--- src/rtl/turn_sequencer.sv ---
// Board owner for an N x N connect-WIN_LEN game: cursor, turn order and post-placement line scan.
// Optional DRAW_DETECT_EN: counts placed markers and ends a full, winless game as a draw.
module turn_sequencer #(
  parameter int N       = 5,
  parameter int WIN_LEN = 4
) (
  input  logic             clk,
  input  logic             rst_n,
  input  logic             mv_left,
  input  logic             mv_right,
  input  logic             mv_up,
  input  logic             mv_down,
  input  logic             place,
  input  logic             new_game,
  output logic [2*N*N-1:0] board_flat,
  output logic [2:0]       cursor_row,
  output logic [2:0]       cursor_col,
  output logic             player1_turn,
  output logic             player2_turn,
  output logic             game_finished,
  output logic             last_winner,
  output logic             draw,
  output logic             busy
);

  localparam int                CELLS     = N * N;
  localparam int                IW        = $clog2(CELLS);
  localparam logic [2:0]        MID       = 3'(N / 2);
  localparam logic [2:0]        LAST      = 3'(N - 1);
  localparam logic [2:0]        WIN_CNT   = 3'(WIN_LEN);
  localparam logic [2:0]        LAST_STEP = 3'(WIN_LEN - 1);
  localparam logic signed [3:0] N_S       = 4'(N);
  localparam logic [IW-1:0]     N_IDX     = IW'(N);

  typedef enum logic [2:0] {IDLE, SCAN_FWD, SCAN_BWD, DECIDE, OVER} state_t;

  state_t            state_q, state_d;
  logic [1:0]        board_q [CELLS];
  logic [1:0]        board_d [CELLS];
  logic [2:0]        cur_row_q, cur_row_d, cur_col_q, cur_col_d;
  logic [2:0]        prow_q, prow_d, pcol_q, pcol_d;
  logic [2:0]        count_q, count_d, step_q, step_d;
  logic [1:0]        dir_q, dir_d;
  logic              mover_q, mover_d, starter_q, starter_d, win_q, win_d;
  logic              finished_q, finished_d, last_winner_q, last_winner_d, draw_q, draw_d;

  logic [1:0]        mover_code;
  logic [IW-1:0]     cur_idx, scan_idx;
  logic signed [3:0] dr, dc, step_s, scan_r, scan_c;
  logic              in_bounds, hit, place_ok, board_full;
  logic [2:0]        count_inc;

  assign mover_code = mover_q ? 2'd2 : 2'd1;
  assign cur_idx    = IW'(cur_row_q) * N_IDX + IW'(cur_col_q);
  assign place_ok   = (state_q == IDLE) && place && (board_q[cur_idx] == 2'd0);
  assign count_inc  = count_q + 3'd1;

  // Cell under test: placed + step*vec, vec negated on the backward leg.
  always_comb begin
    dr = 4'sd0;
    dc = 4'sd1;
    case (dir_q)
      2'd0:    begin dr = 4'sd0; dc = 4'sd1;  end
      2'd1:    begin dr = 4'sd1; dc = 4'sd0;  end
      2'd2:    begin dr = 4'sd1; dc = 4'sd1;  end
      default: begin dr = 4'sd1; dc = -4'sd1; end
    endcase
    if (state_q == SCAN_BWD) begin
      dr = -dr;
      dc = -dc;
    end
    step_s    = $signed({1'b0, step_q});
    scan_r    = $signed({1'b0, prow_q}) + dr * step_s;
    scan_c    = $signed({1'b0, pcol_q}) + dc * step_s;
    in_bounds = (scan_r >= 4'sd0) && (scan_r < N_S) && (scan_c >= 4'sd0) && (scan_c < N_S);
    scan_idx  = IW'(scan_r[2:0]) * N_IDX + IW'(scan_c[2:0]);
    hit       = in_bounds && (board_q[scan_idx] == mover_code);
  end

`ifdef DRAW_DETECT_EN
  localparam logic [5:0] FULL_CNT = 6'(CELLS);
  logic [5:0] placed_cnt_q, placed_cnt_d;

  always_comb begin
    placed_cnt_d = placed_cnt_q;
    if (new_game)      placed_cnt_d = 6'd0;
    else if (place_ok) placed_cnt_d = placed_cnt_q + 6'd1;
  end

  always_ff @(posedge clk) begin
    if (!rst_n) placed_cnt_q <= 6'd0;
    else        placed_cnt_q <= placed_cnt_d;
  end

  assign board_full = (placed_cnt_q == FULL_CNT);
`else
  assign board_full = 1'b0;
`endif

  always_comb begin
    state_d       = state_q;
    board_d       = board_q;
    cur_row_d     = cur_row_q;
    cur_col_d     = cur_col_q;
    prow_d        = prow_q;
    pcol_d        = pcol_q;
    count_d       = count_q;
    step_d        = step_q;
    dir_d         = dir_q;
    mover_d       = mover_q;
    starter_d     = starter_q;
    win_d         = win_q;
    finished_d    = 1'b0;
    last_winner_d = last_winner_q;
    draw_d        = draw_q;
    case (state_q)
      IDLE: begin
        if (mv_left)       cur_col_d = (cur_col_q == 3'd0) ? LAST : cur_col_q - 3'd1;
        else if (mv_right) cur_col_d = (cur_col_q == LAST) ? 3'd0 : cur_col_q + 3'd1;
        else if (mv_up)    cur_row_d = (cur_row_q == 3'd0) ? LAST : cur_row_q - 3'd1;
        else if (mv_down)  cur_row_d = (cur_row_q == LAST) ? 3'd0 : cur_row_q + 3'd1;
        if (place_ok) begin
          board_d[cur_idx] = mover_code;
          prow_d  = cur_row_q;
          pcol_d  = cur_col_q;
          count_d = 3'd1;
          dir_d   = 2'd0;
          step_d  = 3'd1;
          win_d   = 1'b0;
          state_d = SCAN_FWD;
        end
      end
      SCAN_FWD, SCAN_BWD: begin
        if (hit && count_inc == WIN_CNT) begin
          count_d = count_inc;
          win_d   = 1'b1;
          state_d = DECIDE;
        end else if (hit && step_q != LAST_STEP) begin
          count_d = count_inc;
          step_d  = step_q + 3'd1;
        end else if (state_q == SCAN_FWD) begin
          // Forward run length carries into the backward leg of the same line.
          count_d = hit ? count_inc : count_q;
          step_d  = 3'd1;
          state_d = SCAN_BWD;
        end else begin
          count_d = 3'd1;
          step_d  = 3'd1;
          dir_d   = dir_q + 2'd1;
          state_d = (dir_q == 2'd3) ? DECIDE : SCAN_FWD;
        end
      end
      DECIDE: begin
        if (win_q) begin
          finished_d    = 1'b1;
          last_winner_d = mover_q;
          state_d       = OVER;
        end else if (board_full) begin
          finished_d = 1'b1;
          draw_d     = 1'b1;
          state_d    = OVER;
        end else begin
          mover_d = ~mover_q;
          state_d = IDLE;
        end
      end
      OVER:    ;
      default: state_d = IDLE;
    endcase
    if (new_game) begin
      for (int i = 0; i < CELLS; i++) board_d[i] = 2'd0;
      cur_row_d  = MID;
      cur_col_d  = MID;
      draw_d     = 1'b0;
      win_d      = 1'b0;
      finished_d = 1'b0;
      starter_d  = ~starter_q;
      mover_d    = ~starter_q;
      state_d    = IDLE;
    end
  end

  always_ff @(posedge clk) begin
    if (!rst_n) begin
      state_q       <= IDLE;
      for (int i = 0; i < CELLS; i++) board_q[i] <= 2'd0;
      cur_row_q     <= MID;
      cur_col_q     <= MID;
      prow_q        <= 3'd0;
      pcol_q        <= 3'd0;
      count_q       <= 3'd1;
      step_q        <= 3'd1;
      dir_q         <= 2'd0;
      mover_q       <= 1'b0;
      starter_q     <= 1'b0;
      win_q         <= 1'b0;
      finished_q    <= 1'b0;
      last_winner_q <= 1'b0;
      draw_q        <= 1'b0;
    end else begin
      state_q       <= state_d;
      for (int i = 0; i < CELLS; i++) board_q[i] <= board_d[i];
      cur_row_q     <= cur_row_d;
      cur_col_q     <= cur_col_d;
      prow_q        <= prow_d;
      pcol_q        <= pcol_d;
      count_q       <= count_d;
      step_q        <= step_d;
      dir_q         <= dir_d;
      mover_q       <= mover_d;
      starter_q     <= starter_d;
      win_q         <= win_d;
      finished_q    <= finished_d;
      last_winner_q <= last_winner_d;
      draw_q        <= draw_d;
    end
  end

  for (genvar gi = 0; gi < CELLS; gi++) begin : g_flat
    assign board_flat[2*gi +: 2] = board_q[gi];
  end

  assign cursor_row    = cur_row_q;
  assign cursor_col    = cur_col_q;
  assign busy          = (state_q == SCAN_FWD) || (state_q == SCAN_BWD) || (state_q == DECIDE);
  assign player1_turn  = (state_q != OVER) && !mover_q;
  assign player2_turn  = (state_q != OVER) && mover_q;
  assign game_finished = finished_q;
  assign last_winner   = last_winner_q;
  assign draw          = draw_q;

endmodule

--- config.mk ---
export PLATFORM = sky130hd
export DESIGN_NAME = turn_sequencer
export DESIGN_NICKNAME = d
export VERILOG_FILES = /design/src/rtl/turn_sequencer.sv
export SDC_FILE = /design/constraint.sdc
export NUM_CORES = 1
export LEC_CHECK = 0
export CAP_MARGIN = 20
export CORE_UTILIZATION = 51
export DETAILED_ROUTE_END_ITERATION = 8
export PLACE_DENSITY = 0.81
export SLEW_MARGIN = 5
export SYNTH_ARGS = -nofsm -noshare
export SYNTH_HDL_FRONTEND = slang
export SYNTH_SLANG_ARGS = --single-unit
--- constraint.sdc ---
create_clock -name clk -period 7.87 [get_ports clk]
set_input_delay 1.574 -clock clk [delete_from_list [all_inputs] [get_ports clk]]
set_output_delay 1.574 -clock clk [all_outputs]
set_load 0.03 [all_outputs]
# ---- Yosys cells after proc, flatten, opt, wreduce, memory -nomap -nowiden
# Index checks and enable logic that the tools add are counted.
dict set report op_classes {
  addsub 13
  mul 4
  n_div 0
  order_cmp 7
  eq_ne 21
  shifts 0
  mux 49
  n_bitwise 9
  n_reduce_logical 37
}
# cell count
set ops {}
lappend ops {{$mux 3} 18}
lappend ops {{$bwmux 50} 1}
lappend ops {{$mux 2} 12}
lappend ops {{$bmux 2 s5} 2}
lappend ops {{$add 3x1->3 const B} 4}
lappend ops {{$eq 3x3->1 const B} 4}
lappend ops {{$ge 6x6->1 const B} 2}
lappend ops {{$ne 2x2->1 const B} 6}
lappend ops {{$not 5->6} 2}
lappend ops {{$pmux 3 s2} 2}
lappend ops {{$pmux 3 s4} 1}
lappend ops {{$reduce_and 3->1} 4}
lappend ops {{$logic_and 1x1->1} 11}
lappend ops {{$add 5x3->5} 2}
lappend ops {{$demux 2 s5} 1}
lappend ops {{$mul 3x3->5 const B} 2}
lappend ops {{$logic_not 3->1} 3}
lappend ops {{$add 4x4->4} 2}
lappend ops {{$ge 4x1->1 const B} 2}
lappend ops {{$lt 4x4->1 const B} 2}
lappend ops {{$mul 4x4->4} 2}
lappend ops {{$mux 4} 2}
lappend ops {{$neg 4->4} 2}
lappend ops {{$pmux 4 s2} 1}
lappend ops {{other kinds (24)} 50}
dict set report totals {
  regBits 78
  latchBits 0
  ram_bits 0
  romBits 0
  in_bits 8
  output_inout_bits 62
  wordCells 178
  mem_count 0
}

# ---- Depth between registers and ports, before layout
# Gate-level depths: netlist of run 1.
dict set report depth {
  depth_word 19
  ltp_mapped 22
  ltp_nobuf 21
}

# ---- Worst setup path before layout of run 1
# OpenSTA, ideal clock, no wires.
dict set report synth_timing {
  kind {register to register}
  start {register state_q[1]}
  end {register count_q[0]}
  arrival_time_ns 5.877
  required_ns 7.750
  path_slack_ns 1.874
  stages_incl_launch_ff 21
  n_path_buf 3
  synth_period_minus_slack_ns 5.996
  path_cell_list {dfxtp_1 -> buf_2 -> or3b_2 -> clkbuf_1 -> nor3b_1 -> ha_1 -> ha_1 -> fa_1 -> fa_1 -> ha_1 -> ha_1 -> inv_1 -> fa_1 -> xor2_1 -> mux2_2 -> or4_4 -> o211a_2 -> o22ai_2 -> buf_4 -> a31oi_1 -> a211o_1}
}
dict set report synth_via {
  elab_chain_len 16
  elab_cells_between_ends 37
  cone_classes {add/sub (3); mul (3); order compare (4); eq/ne (5); mux (9); bitwise (1); reduce/logical (12)}
}
# element line_no
set synth_rtl {}
lappend synth_rtl {{start: declaration} 37} ;# state_t state_q, state_d;
lappend synth_rtl {{start signal: assignment} 201} ;# state_q <= state_d;
lappend synth_rtl {{$eq 3x2->1} {68, 116}}
lappend synth_rtl {{$mux 4} 68} ;# if (state_q == SCAN_BWD) begin
lappend synth_rtl {{$mul 4x4->4} 73} ;# scan_r = $signed({1'b0, prow_q}) + dr * step_s;
lappend synth_rtl {{$add 4x4->4} 73}
lappend synth_rtl {{$mul 3x3->5} 76} ;# scan_idx = IW'(scan_r[2:0]) * N_IDX + IW'(scan_c[2:0]);
lappend synth_rtl {{$add 5x3->5} 76}
lappend synth_rtl {{$not 5->6 (implied by the code)} 77} ;# hit = in_bounds && (board_q[scan_idx] == mover_code);
lappend synth_rtl {{$bmux 2 s5} 77}
lappend synth_rtl {{$mux 2 (implied by the code) (2 in series)} 77}
lappend synth_rtl {{$eq 2x2->1} 77}
lappend synth_rtl {{$logic_and 1x1->1} 77}
lappend synth_rtl {{$logic_and 1x1->1} 138} ;# end else if (hit && step_q != LAST_STEP) begin
lappend synth_rtl {{$mux 3} 138}
lappend synth_rtl {{$mux 3} 134} ;# if (hit && count_inc == WIN_CNT) begin
lappend synth_rtl {{$pmux 3 s2} 116} ;# case (state_q)
lappend synth_rtl {{end signal: assignment} 207} ;# count_q <= count_d;
lappend synth_rtl {{end: declaration} 42} ;# logic [2:0] count_q, count_d, step_q, step_d;
# Parallel ways exist; a longest one is shown, timed or not. The select of a mux whose other input is x is not followed.
# A chain may end at the register's enable or synchronous reset.

# ---- Worst setup path in the final report of run 1
dict set report layout_timing {
  start {register state_q[1]}
  end {register step_q[0]}
}
dict set report layout_via {
  elab_chain_len 16
  elab_cells_between_ends 36
  cone_classes {add/sub (3); mul (3); order compare (4); eq/ne (5); mux (8); bitwise (1); reduce/logical (12)}
}
# element line_no
set layout_rtl {}
lappend layout_rtl {{$eq 3x2->1} {68, 116}}
lappend layout_rtl {{$mux 4} 68}
lappend layout_rtl {{$mul 4x4->4} 73}
lappend layout_rtl {{$add 4x4->4} 73}
lappend layout_rtl {{$mul 3x3->5} 76}
lappend layout_rtl {{$add 5x3->5} 76}
lappend layout_rtl {{$not 5->6 (implied by the code)} 77}
lappend layout_rtl {{$bmux 2 s5} 77}
lappend layout_rtl {{$mux 2 (implied by the code) (2 in series)} 77}
lappend layout_rtl {{$eq 2x2->1} 77}
lappend layout_rtl {{$logic_and 1x1->1} 77}
lappend layout_rtl {{$logic_and 1x1->1} 138}
lappend layout_rtl {{$mux 3} 138}
lappend layout_rtl {{$mux 3} 134}
lappend layout_rtl {{$pmux 3 s2} 116}
lappend layout_rtl {{end signal: assignment} 208} ;# step_q <= step_d;
lappend layout_rtl {{end: declaration} 42}
# Parallel ways exist; a longest one is shown, timed or not. The select of a mux whose other input is x is not followed.

==> impl_metrics.json, run 1 <==
{
  "clk_pin_slew_worst_paths_ns": 0.08,
  "drc": 0,
  "timing.critical_path.slowest_stage_cell": "fa_1",
  "cts_tree": "done",
  "fp.dieArea_sq_um": 10800,
  "r2r-start": "state_q[1]$_SDFFE_PP0P_",
  "dieWidth_um": 104,
  "n_fill_cell": 867,
  "synth_cell_types": 67,
  "syn_area_per_cell_sq_um": 8.81,
  "hold_buffers": 0,
  "ys_ff_latch": 78,
  "boundaryPins": 70,
  "wl_per_cell_um": 18.8,
  "rsz0062_at_grt": "no",
  "synthArstFlopShare_pct": 0,
  "setup_tns_ns": 0,
  "io_buffers": 68,
  "period_share_pct": 85.1,
  "status": "finished clean",
  "finClkSkew_ns": 0.0151,
  "synthSimpleGateAreaFrac_pct": 21.5,
  "p_leak_nw": 2.41,
  "drt-initial-drc-count": 237,
  "min_period_ns": 6.70,
  "max_stage_delay_ns": 0.66,
  "path_max_fanout": 14,
  "r2r-end": "step_q[0]$_SDFFE_PN1P_",
  "drv_cap": 0,
  "post_cts_buffers": 0,
  "clock_sinks": 78,
  "firstDrtPassIters": 5,
  "drive_above_1_share_pct": 5.86,
  "whs_path_depth": 2,
  "yosys_warnings": 0,
  "worstSetupPathType": "flop to flop",
  "min-delay-start": "prow_q[0]$_SDFFE_PN0P_",
  "slew_viol_final": 0,
  "syn_area_sq_um": 5280,
  "rows": 36,
  "synthToLayoutAreaGrowth_pct": 17.8,
  "dpl.hpwl_mm": 10.8,
  "required_ns": 8.12,
  "diodes": 0,
  "hold_viol": 0,
  "grt_overflow": 0,
  "setup_viol": 0,
  "synth_xor_xnor_area_share_pct": 4.08,
  "syn_nets": 657,
  "vias": 5006,
  "worst_slew_pin_slew_ns": 0.866,
  "place_inst": 764,
  "clk_path_buf_depth": 2,
  "reg2reg_slack_ns": 1.17,
  "hold_end": "prow_q[0]$_SDFFE_PN0P_",
  "nNetsFinal": 701,
  "vdd_drop_max_mv": 0.101,
  "cp-end-kind": "flop",
  "synth_flop_cell": "dfxtp_1",
  "synth_top_family_by_area": "simple AND/OR/NAND/NOR gates",
  "grt_pass1_wl_mm": 24.0,
  "cts_max_level": 3,
  "grt_pass1_vias": 4853,
  "core_area_sq_um": 9910,
  "grt_start_max_net_pins": 40,
  "root_buffer": "clkbuf_8",
  "gp_congestion": 0.953,
  "synth_cells": 599,
  "cts.repair.resized": 0,
  "crit_path_start_kind": "flop",
  "die_h_um": 104,
  "synth.area.mux_share_pct": 8.58,
  "instances_no_fill": 781,
  "path_cells": "or3b_2 -> nor3b_1 -> ha_1 -> ha_1 -> fa_1 -> fa_1 -> ha_1 -> ha_1 -> inv_1 -> fa_1 -> xor2_1 -> mux2_2 -> nor4_1 -> a211oi_1 -> o22ai_2 -> a41oi_1 -> o21a_1",
  "cts_buffers": 9,
  "initial_core_util_pct": 53.3,
  "antenna_found_initial": 0,
  "multi_input_area_sq_um": 3470,
  "synth-compound-area-share_pct": 18.7,
  "reg2regPathDepth": 17,
  "wl_mm": 14.7,
  "fmax_mhz": 149,
  "holdCritPathClass": "flop to flop",
  "area.sequential_sq_um": 1560,
  "critPathArrivalTime_ns": 6.94,
  "globalRouteTotalUtil_pct": 27.6,
  "synth_adder_area_share_pct": 12.7,
  "max_slew_margin_pct": 42.3,
  "final_antenna_net_count": 0,
  "vias_per_cell": 6.41,
  "clk_latency_ns": 0.35,
  "synth_edf_count": 0,
  "yosysSeqAreaShare_pct": 29.6,
  "critPathMostFrequentCell": "ha_1",
  "p_per_area_nw_per_um2": 155
}
==> how the worst max path moves through the flow <==
stage | start | to | slack [ns] | cells past startpoint
after global placement | state_q[2]$_SDFFE_PP0P_ | step_q[0]$_SDFFE_PN1P_ | 1.52 | 17
final | state_q[1]$_SDFFE_PP0P_ | step_q[0]$_SDFFE_PN1P_ | 1.17 | 17
after detailed placement | state_q[1]$_SDFFE_PP0P_ | step_q[0]$_SDFFE_PN1P_ | 1.31 | 17
after CTS | state_q[1]$_SDFFE_PP0P_ | step_q[0]$_SDFFE_PN1P_ | 1.28 | 17
after global routing | state_q[1]$_SDFFE_PP0P_ | step_q[0]$_SDFFE_PN1P_ | 0.84 | 17
after floorplan | state_q[1]$_SDFFE_PP0P_ | count_q[0]$_SDFFE_PN1P_ | 1.87 | 20
==> power breakdown <==
part | total, mW | leakage, nW | switching, mW | internal (mW)
Combinational | 0.243 | 1.69 | 0.153 | 0.0894
Clock | 0.312 | 0.0895 | 0.163 | 0.149
Sequential | 0.411 | 0.630 | 0.00992 | 0.401
==> cells in the mapped netlist (all sizes together) (3+ instances only) <==
master / instances / area share, %
nor2: 70 / 5.0
o211ai: 6 / 0.85
and2: 6 / 0.71
nor3: 20 / 1.9
a41oi: 25 / 4.1
a21oi: 27 / 2.6
a31oi: 3 / 0.36
nand2: 38 / 2.7
nand2b: 5 / 0.59
nand4: 6 / 0.71
buf: 10 / 1.1
nand3: 10 / 0.95
xnor2: 14 / 2.3
o21a: 28 / 4.0
clkbuf: 30 / 2.1
inv: 22 / 1.6
ha: 44 / 10
a22oi: 5 / 0.81
nor4: 29 / 3.4
and3: 8 / 0.95
nor3b: 4 / 0.57
dfxtp: 78 / 30
nor2b: 14 / 1.7
o21bai: 3 / 0.43
mux2i: 16 / 3.0
nor4b: 3 / 0.50
fa: 6 / 2.3
mux4: 11 / 5.1
o21ai: 10 / 0.95
xor2: 8 / 1.3
nand4b: 4 / 0.66
==> cell families (layout without fill, tap and decap cells) <==
logic type,count (synthesis),count (layout)
adder cells (fa/ha/maj),50,50
multiplexers,29,29
other,1,1
XOR/XNOR,23,23
buffers and inverters,62,111
AO/OA/AOI/OAI,132,132
flip-flops,78,78
AND/OR/NAND/NOR,224,224
==> state kept, by name, indices dropped and copies added (netlist names), 3 cells and up <==
name        flops
pcol_q          3
board_flat     50
step_q          3
prow_q          3
cursor_row      3
state_q         3
count_q         3
cursor_col      3
==> metrics by stage <==
step	setup WS [ns]	cell area, sq um	utilization (%)	total power [mW]	hold slack (ns)
final	1.17	6220	62.7	0.965	0.465
after global routing	0.840	6220	62.7	1.01	0.496
after CTS	1.28	6190	62.4	0.962	0.468
after detailed placement	1.31	5990	60.5	0.652	0.457
after global placement	1.52	5980	60.3	0.644	0.443
after floorplan	1.87	5280	-	0.597	0.434
==> cells in the final DEF (no fill, tap or decap), types with 8 or more instances in the layout <==
cell type and n:
nor3_1 20, ha_1 44, nor2_1 69, a41oi_1 25
and3_1 8, xnor2_1 14, o21ai_0 9, nand3_1 10
dfxtp_1 78, a21oi_1 27, clkbuf_8 9, o21a_1 28
inv_1 22, mux2i_1 16, clkdlybuf4s50_1 68, nor2b_1 14
xor2_1 8, nand2_1 38, nor4_1 29
==> layout make-up <==
type | count | share of cell area [%]
Clock buffer | 10 | 2.05
Clock inverter | 6 | 1.13
Inverter | 22 | 1.33
Multi-Input combinational cell | 459 | 55.8
Sequential cell | 78 | 25.1
Tap cell | 133 | 2.68
Timing Repair Buffer | 73 | 11.9
==> worst max-delay path, delay by kind of cell (launching register included) <==
family,cells,cell delay (ns)
adders and majority gates,7,2.78
xor gates and xnor gates,1,0.43
muxes,1,0.40
and+or+nand+nor,3,1.17
DFF,1,0.52
AOI/OAI and AO/OA,4,1.23
buffers and inverters,1,0.06
==> routing by layer <==
| metal | GRT usage, % | wire length (um) | up-vias |
|---|---|---|---|
| met5 | 0 | 0 | - |
| li1 | - | - | 2320 |
| met3 | 4.53 | 1070 | 33 |
| met2 | 47.6 | 7170 | 232 |
| met4 | 11.6 | 448 | 0 |
| met1 | 34.2 | 5980 | 2421 |
No activity file was read; power rests on OpenSTA's default activity.
==> inputs of run 2 (changes only) <==
- MAX_ROUTING_LAYER: unset -> met4
- SKIP_CTS_REPAIR_TIMING: unset -> 1
==> run 2 against run 1 <==
  * Register-to-register slack improved by 0.08 ns
  * Utilization increased by 0.49 points
  * Combinational power about the same
  * Clock-buffer cell count unchanged
  * Non-clock buffer count stayed put
  * Worst hold slack worse by 0.0050 ns
  * First-iteration DRC count is 6.3% higher
  * Critical path type unchanged
  * Critical endpoint unchanged
  * Largest cell class unchanged
==> impl_metrics.json, run 2 (same netlist as run 1, synthesis figures left out) <==
{
  "status": "finished clean",
  "largest_register_ffs": 50,
  "crit_path_start_kind": "flop",
  "vias": 4906,
  "final_cell_mix": "78 x dfxtp_1, 69 x nor2_1, 68 x clkdlybuf4s50_1",
  "io_buffers": 68,
  "dpl.hpwl_mm": 10.5,
  "clk_latency_ns": 0.37,
  "path_max_fanout": 14,
  "vias_per_cell": 6.28,
  "clk_path_buf_depth": 2,
  "gp_congestion": 0.940,
  "whs_path_depth": 2,
  "min-delay-start": "pcol_q[0]$_SDFFE_PN0P_",
  "critPathArrivalTime_ns": 6.88,
  "diodes": 0,
  "r2r-end": "step_q[0]$_SDFFE_PN1P_",
  "wl_per_cell_um": 18.8,
  "synthToLayoutAreaGrowth_pct": 18.7,
  "max_slew_margin_pct": 38.5,
  "core_area_sq_um": 9910,
  "crit_start": "state_q[1]$_SDFFE_PP0P_",
  "grt_start_max_net_pins": 40,
  "period_share_pct": 84.1,
  "grt_pass1_wl_mm": 23.5,
  "worst_slew_pin_slew_ns": 0.915,
  "globalRouteTotalUtil_pct": 27.9,
  "p_leak_nw": 2.44,
  "drv_cap": 0,
  "vdd_drop_max_mv": 0.105,
  "root_buffer": "clkbuf_8",
  "worstSetupPathType": "flop to flop",
  "holdCritPathClass": "flop to flop",
  "grt_pass1_vias": 4715,
  "r2r-start": "state_q[1]$_SDFFE_PP0P_",
  "nNetsFinal": 701,
  "clk_pin_slew_worst_paths_ns": 0.08,
  "finClkSkew_ns": 0.0149,
  "setup_tns_ns": 0,
  "final_common_cell": "dfxtp_1",
  "cp-end-kind": "flop",
  "final_util_pct": 63.2,
  "fmax_mhz": 151,
  "drive_above_1_share_pct": 5.86,
  "reg2reg_slack_ns": 1.25,
  "slew_viol_final": 0,
  "final_antenna_net_count": 0,
  "cts_buffers": 9,
  "initial_core_util_pct": 53.3,
  "rows": 36,
  "min_period_ns": 6.62,
  "hold_end": "pcol_q[0]$_SDFFE_PN0P_",
  "total_power_mw": 1.04,
  "firstDrtPassIters": 6,
  "final.setup.worst_slack_ns": 1.25,
  "setup_viol": 0,
  "drt-initial-drc-count": 252,
  "holdWs_ns": 0.460,
  "clock_sinks": 78,
  "hold_viol": 0,
  "die_h_um": 104,
  "boundaryPins": 70,
  "wl_mm": 14.6,
  "required_ns": 8.13,
  "cts_tree": "done",
  "rsz0062_at_grt": "no",
  "grt_overflow": 0,
  "fp.dieArea_sq_um": 10800,
  "drc": 0,
  "p_per_area_nw_per_um2": 166,
  "antenna_found_initial": 0,
  "dieWidth_um": 104,
  "cts_max_level": 3,
  "pre_cts_slack_ns": 1.36,
  "reg2regPathDepth": 17
}
==> run 2: changes by cell type in the layout (fill, tap and decap cells not counted), sizes merged <==
cell / change
clkinvlp: -2
clkbuf: +1
buf: -1
bufinv: +2
==> run 2: worst max path at each step <==
| stage | cells after the start | slack (ns) | to |
|---|---|---|---|
| detailed placement | 17 | 1.36 | step_q[0]$_SDFFE_PN1P_ |
| floorplan | 20 | 1.87 | count_q[0]$_SDFFE_PN1P_ |
| global placement | 17 | 1.51 | step_q[0]$_SDFFE_PN1P_ |
| global route | 17 | 0.92 | step_q[0]$_SDFFE_PN1P_ |
| finish | 17 | 1.25 | step_q[0]$_SDFFE_PN1P_ |
| CTS | 17 | 1.28 | step_q[0]$_SDFFE_PN1P_ |
==> run 2: cell type report <==
class | instances | area [sq um]
Fill cell | 819 | 3640
Multi-Input combinational cell | 459 | 3470
Sequential cell | 78 | 1560
Timing Repair Buffer | 73 | 743
Tap cell | 133 | 166
Clock buffer | 10 | 128
Clock inverter | 6 | 118
Inverter | 22 | 82.6
==> run 2: layer usage <==
layer | track usage (%) | vias to the layer above | wire, um
li1 | - | 2312 | -
met1 | 33.4 | 2348 | 6160
met2 | 47.7 | 209 | 7160
met3 | 4.09 | 37 | 885
met4 | 10.3 | 0 | 431
met5 | - | - | 0
==> run 2: worst max-delay path, stage by stage (launching register included) <==
cell	delay (ns)
dfxtp_1	0.50
or3b_2	0.59
nor3b_1	0.23
ha_1	0.26
ha_1	0.30
fa_1	0.49
fa_1	0.65
ha_1	0.27
ha_1	0.32
inv_1	0.07
fa_1	0.46
xor2_1	0.41
mux2_2	0.41
or4_4	0.43
o211a_2	0.15
o22ai_2	0.45
a41oi_1	0.28
o21a_1	0.24
==> run 2: report_power, final <==
part           total [mW]  internal, mW  switching (mW)
clock network       0.384         0.214           0.170
logic               0.242        0.0890           0.153
registers           0.411         0.401         0.00967
total                1.04         0.704           0.333
==> run 2: stage by stage <==
step / cell area (sq um) / instances
floorplan: 5280 / 599
global placement: 5980 / 763
detailed placement: 5990 / 764
CTS: 6240 / 780
global route: 6260 / 781
finish: 6260 / 781
==> inputs of run 3 (changes only) <==
- PLACE_DENSITY: 0.81 -> 0.84
- clock period: 7.87 -> 5.7 ns (I/O delays scaled with it)
==> run 3 against run 2 <==
  * The run now ends with setup timing left
  * Utilization up 3.3 points
  * Maximum frequency up 16%
  * Sequential power up 38%
  * Largest power group unchanged
==> impl_metrics.json, run 3 (same netlist as run 1, synthesis figures left out) <==
{
  "hold_viol": 0,
  "min_period_ns": 5.71,
  "initial_core_util_pct": 53.3,
  "grt_start_max_net_pins": 50,
  "finClkSkew_ns": 0.00842,
  "vias_per_cell": 6.38,
  "io_buffers": 68,
  "final_util_pct": 66.5,
  "violations": "setup timing",
  "rsz0062_at_grt": "yes",
  "crit_path_start_kind": "flop",
  "clock_sinks": 78,
  "n_fill_cell": 770,
  "final_area_sq_um": 6590,
  "vdd_drop_max_mv": 0.142,
  "vias": 5163,
  "largest_register_ffs": 50,
  "holdCritPathClass": "flop to flop",
  "core_area_sq_um": 9910,
  "clk_path_buf_depth": 2,
  "p_per_area_nw_per_um2": 210,
  "cts_buffers": 9,
  "final.setup.worst_slack_ns": -0.0101,
  "required_ns": 5.99,
  "grt_pass1_wl_mm": 24.4,
  "path_max_fanout": 6,
  "synthToLayoutAreaGrowth_pct": 24.8,
  "root_buffer": "clkbuf_8",
  "worst_slew_pin_slew_ns": 1.11,
  "final_cell_mix": "76 x dfxtp_1, 68 x nor2_1, 68 x clkdlybuf4s50_1",
  "slew_viol_final": 0,
  "cp-end-kind": "flop",
  "area.sequential_sq_um": 1570,
  "period_share_pct": 100,
  "p_leak_nw": 2.58,
  "die_h_um": 104,
  "worstSetupPathType": "flop to flop",
  "drive_above_1_share_pct": 13.3,
  "clk_latency_ns": 0.36,
  "dpl.hpwl_mm": 11.1,
  "wl_per_cell_um": 19.3,
  "antenna_found_initial": 0,
  "met3_usage_pct": 3.78,
  "dieWidth_um": 104,
  "grt_pass1_vias": 4934,
  "placed_area_sq_um": 6170,
  "cts_max_level": 3,
  "total_power_mw": 1.38,
  "drt-initial-drc-count": 269,
  "firstDrtPassIters": 4,
  "multi_input_area_sq_um": 3620,
  "grtUsageMet1_pct": 35.0,
  "setup_viol": 1,
  "drc": 0,
  "max_slew_margin_pct": 26.2,
  "rows": 36,
  "met2_usage_pct": 48.5,
  "grt_overflow": 0,
  "cts_tree": "done",
  "top_usage_layer": "met2",
  "status": "finished with violations",
  "wl_mm": 15.6,
  "boundaryPins": 70,
  "globalRouteTotalUtil_pct": 29.3,
  "gp_congestion": 0.931,
  "diodes": 0,
  "fp.dieArea_sq_um": 10800,
  "fmax_mhz": 175,
  "clk_pin_slew_worst_paths_ns": 0.08,
  "final_common_cell": "dfxtp_1",
  "nNetsFinal": 730,
  "critPathArrivalTime_ns": 6.00,
  "drv_cap": 0,
  "final_antenna_net_count": 0
}
==> run 3: critical path: stages (launching register included) <==
cell,delay (ns)
dfxtp_2,0.35
inv_2,0.07
ha_4,0.13
inv_2,0.04
ha_4,0.25
nand4bb_1,0.11
a21boi_2,0.18
and2_1,0.13
ha_1,0.28
ha_1,0.31
fa_1,0.53
fa_1,0.48
ha_4,0.30
inv_2,0.04
fa_2,0.61
nor2_2,0.05
a22oi_1,0.23
nand3_1,0.16
a2111o_1,0.48
buf_6,0.13
o22a_4,0.20
or4_1,0.50
o21ai_1,0.09
==> run 3: power breakdown <==
part / switching [mW] / internal, mW / total, mW
Clock: 0.212 / 0.226 / 0.438
Sequential: 0.0127 / 0.553 / 0.566
Combinational: 0.231 / 0.150 / 0.381
==> run 3: worst paths after layout <==
path | startpoint | to | slack, ns | cells past startpoint
worst max register to register | dir_q[1]$_SDFFE_PN0P_ | step_q[2]$_SDFFE_PN0P_ | -0.01 | 22
worst min register to register | prow_q[1]$_SDFFE_PN0P_ | prow_q[1]$_SDFFE_PN0P_ | 0.47 | 2
worst max-delay path | dir_q[1]$_SDFFE_PN0P_ | step_q[2]$_SDFFE_PN0P_ | -0.01 | 22
worst min-delay path | prow_q[1]$_SDFFE_PN0P_ | prow_q[1]$_SDFFE_PN0P_ | 0.47 | 2
==> run 3: cell type report <==
type                            instances  share of cell area [%]
Clock buffer                           11                    2.30
Tap cell                              133                    2.53
Multi-Input combinational cell        460                    54.9
Sequential cell                        78                    23.8
Clock inverter                          4                   0.835
Timing Repair Buffer                  101                    14.4
Inverter                               22                    1.25
==> run 3: layer usage <==
layer | vias to the layer above | routed length, um
met4 | 0 | 744
met2 | 256 | 7600
met5 | - | 0
li1 | 2380 | -
met3 | 67 | 1050
met1 | 2460 | 6210
==> run 3: through the flow <==
stage | worst slack, ns | setup TNS [ns] | hold slack, ns | std cells
6_report | -0.0101 | -0.0101 | 0.468 | 809
5_1_grt | -0.116 | -0.343 | 0.490 | 809
4_1_cts | -0.156 | -0.805 | 0.471 | 800
3_5_place_dp | -0.115 | -0.506 | 0.453 | 785
3_3_place_gp | 0.0366 | 0 | 0.444 | 785
2_1_floorplan | 0.0457 | 0 | 0.434 | 599
